### config.mk
export PLATFORM = sky130hd
export DESIGN_NAME = elastic_pipe_reg
export DESIGN_NICKNAME = d
export VERILOG_FILES = /design/src/rtl/elastic_pipe_reg.sv
export SDC_FILE = /design/constraint.sdc
export NUM_CORES = 1
export LEC_CHECK = 0
export CAP_MARGIN = 20
export CORE_UTILIZATION = 44
export DETAILED_ROUTE_END_ITERATION = 8
export GPL_ROUTABILITY_DRIVEN = 0
export GPL_TIMING_DRIVEN = 0
export PLACE_DENSITY_LB_ADDON = 0.2
export SETUP_SLACK_MARGIN = 0.02
export SLEW_MARGIN = 20
export SYNTH_ARGS = -nofsm -noshare
export SYNTH_HDL_FRONTEND = slang
export SYNTH_SLANG_ARGS = --single-unit
### constraint.sdc
create_clock -name clk -period 2.5 [get_ports clk]
set_clock_uncertainty 0.1 [all_clocks]
set_input_delay 0.75 -clock clk [delete_from_list [all_inputs] [get_ports clk]]
set_output_delay 0.75 -clock clk [all_outputs]
set_load 0.05 [all_outputs]
### src/rtl/elastic_pipe_reg.sv
// Elastic valid/ready register chain (STAGES deep) with flush, bubble collapse, occupancy and stall counter.
// Latency STAGES-1 cycles after the accept edge; ready ripples back combinationally so empty stages always advance.
module elastic_pipe_reg #(
  parameter int DATA_W = 32,
  parameter int STAGES = 2,
  parameter int CNT_W  = 16
) (
  input  logic                          clk,
  input  logic                          rst,
  input  logic                          in_valid,
  output logic                          in_ready,
  input  logic [DATA_W-1:0]             in_data,
  output logic                          out_valid,
  input  logic                          out_ready,
  output logic [DATA_W-1:0]             out_data,
  input  logic                          flush,
  output logic [$clog2(STAGES+1)-1:0]   occupancy,
  output logic [CNT_W-1:0]              stall_cnt
);

  localparam int OCC_W = $clog2(STAGES+1);

  logic [STAGES-1:0] v_q;
  logic [STAGES-1:0] v_d;
  logic [STAGES-1:0] adv;
  logic [DATA_W-1:0] d_q [STAGES];
  logic [DATA_W-1:0] d_d [STAGES];
  logic [OCC_W-1:0]  occ_q;
  logic [OCC_W-1:0]  occ_d;
  logic [CNT_W-1:0]  stall_q;
  logic [CNT_W-1:0]  stall_d;
  logic              in_fire;

  // A stage may advance if the one ahead advances or it is itself empty.
  always_comb begin
    adv = '0;
    adv[STAGES-1] = out_ready | ~v_q[STAGES-1];
    for (int k = STAGES - 2; k >= 0; k--) begin
      adv[k] = adv[k+1] | ~v_q[k];
    end
  end

  assign in_ready  = adv[0] & ~flush & ~rst;
  assign in_fire   = in_valid & in_ready;
  assign out_valid = v_q[STAGES-1] & ~flush & ~rst;
  assign out_data  = d_q[STAGES-1];
  assign occupancy = occ_q;
  assign stall_cnt = stall_q;

  always_comb begin
    v_d = v_q;
    for (int k = 0; k < STAGES; k++) begin
      d_d[k] = d_q[k];
    end
    if (adv[0]) begin
      v_d[0] = in_fire;
      d_d[0] = in_data;
    end
    for (int k = 1; k < STAGES; k++) begin
      if (adv[k]) begin
        v_d[k] = v_q[k-1];
        d_d[k] = d_q[k-1];
      end
    end
    // Squash only the valid bits; stale data is harmless once invalid.
    if (flush) begin
      v_d = '0;
    end
  end

  always_comb begin
    occ_d = '0;
    for (int k = 0; k < STAGES; k++) begin
      occ_d = occ_d + OCC_W'(v_d[k]);
    end
  end

  always_comb begin
    stall_d = stall_q;
    if (out_valid && !out_ready && (stall_q != {CNT_W{1'b1}})) begin
      stall_d = stall_q + CNT_W'(1);
    end
  end

  always_ff @(posedge clk) begin
    if (rst) begin
      v_q     <= '0;
      occ_q   <= '0;
      stall_q <= '0;
      for (int k = 0; k < STAGES; k++) begin
        d_q[k] <= '0;
      end
    end else begin
      v_q     <= v_d;
      occ_q   <= occ_d;
      stall_q <= stall_d;
      for (int k = 0; k < STAGES; k++) begin
        d_q[k] <= d_d[k];
      end
    end
  end

endmodule

==> flow_summary.yaml, run 1 <==
global_routing:
  grt_pass1_wl_mm: 13.4
  grt_pass1_vias: 2940
  grt_antenna_before_repair: 0
  grtUsageTotal_pct: 20.2
  overflow: 0
  grt_max_degree: 17
worst_setup_path:
  cp-end-kind: "output port"
  worst-path-max-fanout: 2
  worstSetupPathType: "reg -> out"
  cp-start-kind: "flip-flop"
  worst-path-buf-inv: 2
  crit_path_cell_trace: "buf_4, clkdlybuf4s50_1"
  critical-path-top-delay-family: "buffers and inverters"
  r2r_cells: 5
  slowest_delay_ns: 0.78
  cp.depth: 2
  worstPathRequired_ns: 1.65
  cp.arrival_ns: 1.60
  cp_slowest_cell: "clkdlybuf4s50_1"
cts:
  cts_tree: "built"
  clock-root-buffer: "clkbuf_8"
  clock_tree.buffer_depth: 2
  htreeDepth: 3
  cts_buffers: 9
  cts.sinks: 84
  clkTransAtPathRegs_ns: 0.09
  insertion_delay_ns: 0.35
timing:
  fin_crit_sh_pct: 97.9
  setup_viol: 0
  rsz0062_at_grt: "false"
  fmax_mhz: 409
  layout_min_cycle_time_ns: 2.45
  hold_violations: 0
  maxSlewHeadroom_pct: 33.1
  slew_violations: 0
  worst_pin_slew_ns: 0.994
final_layout:
  syn_to_final_growth_pct: 38.0
  final_cell_mix: "nand2_1 (137), dfxtp_1 (84), a21oi_1 (73)"
  diodes: 0
  drive_gt1_share_pct: 12.6
  nNetsFinal: 566
  finalNonFillerCells: 631
  final_common_cell: "nand2_1"
  utilization_pct: 63.8
place:
  port_buffers: 87
  place_inst: 615
  hpwl_mm: 5.71
logic_synthesis:
  synthSimpleGateAreaFrac_pct: 24.1
  syn_avg_cell_area_um2: 7.95
  synth_enable_flop_cells: 0
  muxShareOfSynthArea_pct: 0.624
  syn_inst: 429
  async_flop_share_pct: 0
  ys_seq_area_share_pct: 49.3
  synth_top_family_by_area: "simple AND/OR/NAND/NOR gates"
  synth-compound-area-share_pct: 14.7
  synth_top_flop_cell: "dfxtp_1"
  synth-xor-area-share_pct: 0
  ys_seq_elements: 84
  syn_nets: 468
  synth_warnings: 0
  netlist_area_um2: 3410
  synth_adder_area_share_pct: 0.734
  synth_cell_types: 33
pwr:
  leakagePower_nw: 2.02
  max-vdd-ir-drop_v: 0.000235
  power_density_nw_per_um2: 548
floorplan:
  fp.dieW_um: 90.0
  core_area_um2: 7370
  die_area_um2: 8100
  start_util_pct: 46.3
  fp-row-count: 31
  io_pins: 89
  die_y_um: 90.0
outcome:
  status: "finished, final reports clean"
routing:
  drt_iter0_drc: 141
  first_pass_iters: 4
  drc: 0
  finalWirelength_mm: 8.09
  final_antenna_net_count: 0
  num_vias: 3120
  routed_via_density: 4.94
  avgRoutedWirePerCell_um: 12.8
job:
  max_cap_violations: 0
worst_hold_path:
  hold_depth: 2
  hold_path.class: "reg -> reg"
routing by layer:
| layer | vias to the layer above | track usage [%] | wire [um] |
|---|---|---|---|
| met1 | 1441 | 26.3 | 3710 |
| met3 | 9 | 3.55 | 336 |
| li1 | 1602 | - | - |
| met5 | - | 0 | 0 |
| met2 | 68 | 33.6 | 3950 |
| met4 | 0 | 6.72 | 95 |
logic make-up after synthesis:
family	count (synthesis)
compound gates	91
fa+ha+maj	2
buf+inv	62
flops	84
mux	2
simple gates	188
flip-flops by register name (all words and copies together), names as in the netlist:
name	count
stall_cnt	16
v_q	2
occupancy	2
d_q	64
repair_timing:
action / CTS / global route
setup endpoints to repair: 20 / 16
gates cloned: 0 / 0
hold buffers: 0 / 0
pin swaps: 1 / 1
resized for setup: 37 / 15
setup buffers: 2 / 0
worst min-delay path, stage by stage (launching register included):
cell     delay, ns
dfxtp_1       0.32
nand2_1       0.05
a21oi_1       0.05
layout make-up:
| type | count | area [um^2] |
|---|---|---|
| repair buffers | 89 | 901 |
| flip-flops and latches | 84 | 1680 |
| fillers | 668 | 2670 |
| clock inverters | 6 | 47.5 |
| plain buffers | 56 | 390 |
| multi-input cells | 283 | 1420 |
| clock buffers | 10 | 128 |
| well taps | 99 | 124 |
| inverters | 4 | 15.0 |
where the power goes:
part / total (mW) / internal [mW] / switching, mW / leakage, nW
Clock: 0.854 / 0.368 / 0.486 / 0.0755
Combinational: 0.311 / 0.145 / 0.166 / 1.26
Sequential: 1.41 / 1.39 / 0.0252 / 0.691
cells in the mapped netlist, drive strengths merged (6+ instances only):
master / count / area (um^2)
clkbuf: 21 / 78.8
buf: 37 / 267
nor4: 6 / 37.5
or3: 7 / 43.8
nor2: 7 / 26.3
nor3: 7 / 35.0
a21oi: 73 / 365
nand2: 137 / 514
dfxtp: 84 / 1680
final timing paths:
path,startpoint,to,slack [ns]
worst max register to register,stall_cnt[0],stall_cnt[3],0.29
worst min register to register,d_q[0][27],d_q[0][59],0.35
worst min-delay path,d_q[0][27],d_q[0][59],0.35
worst max-delay path,d_q[0][39],out_data[7],0.05
stage by stage:
stage	TNS, ns	hold slack, ns	worst slack (ns)	instance area (um^2)	power (mW)
6_report	0	0.348	0.0532	4700	2.58
5_1_grt	0	0.368	0.0202	4700	2.69
4_1_cts	0	0.350	0.0243	4670	2.60
3_5_place_dp	-12.43	0.344	-1.26	4470	1.75
3_3_place_gp	-10.90	0.338	-1.26	4470	1.75
2_1_floorplan	-0.145	0.332	-0.145	3470	1.63
No activity file was read; power rests on OpenSTA's default activity.
==> run 2: changes to the inputs <==
- ABC_AREA: not set -> 1
- ABC_CLOCK_PERIOD_IN_PS: not set -> 2400
- CORE_UTILIZATION: 44 -> 49
- clock period: 2.5 -> 2.4 ns (I/O delays scaled with it)
==> run 2 against run 1 <==
Global-route usage rose by 3.8 points; die area fell by 4.7%; first-iteration DRC count fell by 2.8%.
==> flow_summary.yaml, run 2 <==
worst_setup_path:
  critical-path-top-delay-family: "buffers and inverters"
  worst-path-buf-inv: 3
  r2r_cells: 7
  cp.arrival_ns: 1.48
  cp_slowest_cell: "buf_2"
  slowest_delay_ns: 0.26
  crit_path_cell_trace: "buf_4, clkbuf_2, nor2_2, buf_2"
  worst-path-max-fanout: 10
  cp-end-kind: "output port"
  cp-start-kind: "primary input"
  worstPathRequired_ns: 1.58
  worstSetupPathType: "in -> out"
  cp.depth: 4
logic_synthesis:
  synthSimpleGateAreaFrac_pct: 29.5
  muxShareOfSynthArea_pct: 0
  synth_top_family_by_area: "simple AND/OR/NAND/NOR gates"
  syn_avg_cell_area_um2: 7.42
  synth-compound-area-share_pct: 10.9
  synth_top_area_share_pct: 46.5
  async_flop_share_pct: 0
  syn_inst: 487
  yosys-top-cells-area: "dfxtp_1 (47%), nor2_1 (12%), nand2_1 (7.8%)"
  netlist_area_um2: 3610
  yosysMostFrequentCell: "nor2_1"
  synth-xor-area-share_pct: 0
  synth_adder_area_share_pct: 0.692
  syn_nets: 526
  synth_warnings: 0
  synthTopCellsByCount: "nor2_1 (111), dfxtp_1 (84), nand2_1 (75)"
  ys_seq_elements: 84
  ys_seq_area_share_pct: 46.5
  synth_cell_types: 23
  synth_top_flop_cell: "dfxtp_1"
  synth_enable_flop_cells: 0
  synth_top_area_cell: "dfxtp_1"
routing:
  finalWirelength_mm: 8.54
  first_pass_iters: 5
  final_antenna_net_count: 0
  avgRoutedWirePerCell_um: 12.4
  routed_via_density: 4.98
  drt_iter0_drc: 137
  drc: 0
  num_vias: 3428
floorplan:
  fp.dieW_um: 87.9
  io_pins: 89
  die_area_um2: 7720
  fp-row-count: 30
  core_area_um2: 6940
  die_y_um: 87.9
  start_util_pct: 52.1
timing:
  fmax_mhz: 434
  worst_pin_slew_ns: 0.499
  setup_viol: 0
  fin_crit_sh_pct: 96.0
  hold_violations: 0
  fin_hold_ws_ns: 0.385
  layout_min_cycle_time_ns: 2.30
  rsz0062_at_grt: "false"
  maxSlewHeadroom_pct: 66.7
  slew_violations: 0
worst_hold_path:
  hold_depth: 2
  hold_path.class: "reg -> reg"
final_layout:
  syn_to_final_growth_pct: 34.3
  largest_register_ffs: 64
  final_cell_mix: "nor2_1 (110), dfxtp_1 (84), nand2_1 (73)"
  diodes: 0
  regMostFlops: "d_q"
  finalNonFillerCells: 689
  drive_gt1_share_pct: 14.8
  final_common_cell: "nor2_1"
  utilization_pct: 69.9
  nNetsFinal: 627
cts:
  clock_tree.buffer_depth: 2
  insertion_delay_ns: 0.36
  cts_tree: "built"
  cts_buffers: 9
  ctsHoldBuffers: 0
  clock-root-buffer: "clkbuf_8"
  cts.sinks: 84
  clkTransAtPathRegs_ns: 0.08
  htreeDepth: 3
outcome:
  status: "finished, final reports clean"
global_routing:
  grtUsageTotal_pct: 24.0
  grt_max_degree: 15
  overflow: 0
  grt_pass1_vias: 3219
  grt_pass1_wl_mm: 14.3
  grt_antenna_before_repair: 0
pwr:
  p_int_mw: 2.34
  p_clk_share_pct: 41.3
  max-vdd-ir-drop_v: 0.000387
  leakagePower_nw: 2.21
  p_sw_share_pct: 23.7
  p_switching_mw: 0.729
  combPwrFrac_pct: 10.7
  power_density_nw_per_um2: 633
  power_frac_seq_pct: 48.0
place:
  hpwl_mm: 5.90
  place_inst: 670
  port_buffers: 87
job:
  max_cap_violations: 0
-- run 2: worst min-delay path, cell delays in order (launching register included) --
cell and delay (ns):
dfxtp_1 0.31, nand3_1 0.07, a21oi_1 0.06
-- run 2: final timing paths --
| check | from | endpoint | slack (ns) |
|---|---|---|---|
| max | rst | out_valid | 0.1 |
| min | d_q[0][18] | d_q[0][18] | 0.38 |
| max reg2reg | v_q[0] | occupancy[0] | 0.74 |
| min reg2reg | d_q[0][18] | d_q[0][18] | 0.38 |
-- run 2: kinds of logic (layout without fill, tap and decap cells) --
group | count (synthesis) | after routing
and+or+nand+nor | 247 | 247
DFF | 84 | 84
adders and majority gates | 2 | 2
AOI/OAI and AO/OA | 79 | 79
buffers and inverters | 75 | 181
-- run 2: repair_timing --
action	4_1_cts	5_1_grt
pin swaps	0	0
buffers inserted	4	0
endpoints found under the hold margin	0	0
resized for setup	72	2
setup endpoints to repair	50	2
-- run 2: area by class of cell --
| cell class | count | area [um^2] |
|---|---|---|
| inverters | 15 | 63.8 |
| plain buffers | 59 | 385 |
| fillers | 590 | 2090 |
| flip-flops and latches | 84 | 1680 |
| repair buffers | 91 | 836 |
| clock inverters | 5 | 106 |
| well taps | 96 | 120 |
| multi-input cells | 328 | 1510 |
| clock buffers | 11 | 151 |
-- run 2: per-stage QoR --
step / area [um^2] / power [mW] / TNS [ns] / setup slack, ns
floorplan: 3630 / 1.71 / 0 / 0.0452
finish: 4850 / 3.07 / 0 / 0.0951
detailed placement: 4620 / 1.85 / -1.94 / -1.17
global route: 4850 / 3.18 / 0 / 0.0299
CTS: 4870 / 3.09 / 0 / 0.0200
global placement: 4620 / 1.84 / -1.88 / -1.15
-- run 2: power groups by stage --
stage	clock, mW	combinational (mW)	sequential, mW
floorplan	0	0.214	1.50
global placement	0	0.338	1.50
detailed placement	0	0.343	1.50
CTS	1.29	0.331	1.47
global route	1.34	0.358	1.48
finish	1.27	0.329	1.47
-- run 2: metal layers --
layer | GRT usage, % | up-vias | part of all wire [%]
met5 | 0 | - | 0
met4 | 7.00 | 0 | 0.94
met2 | 40.5 | 109 | 48
met1 | 30.3 | 1570 | 45
li1 | - | 1740 | -
met3 | 6.03 | 9 | 6.7
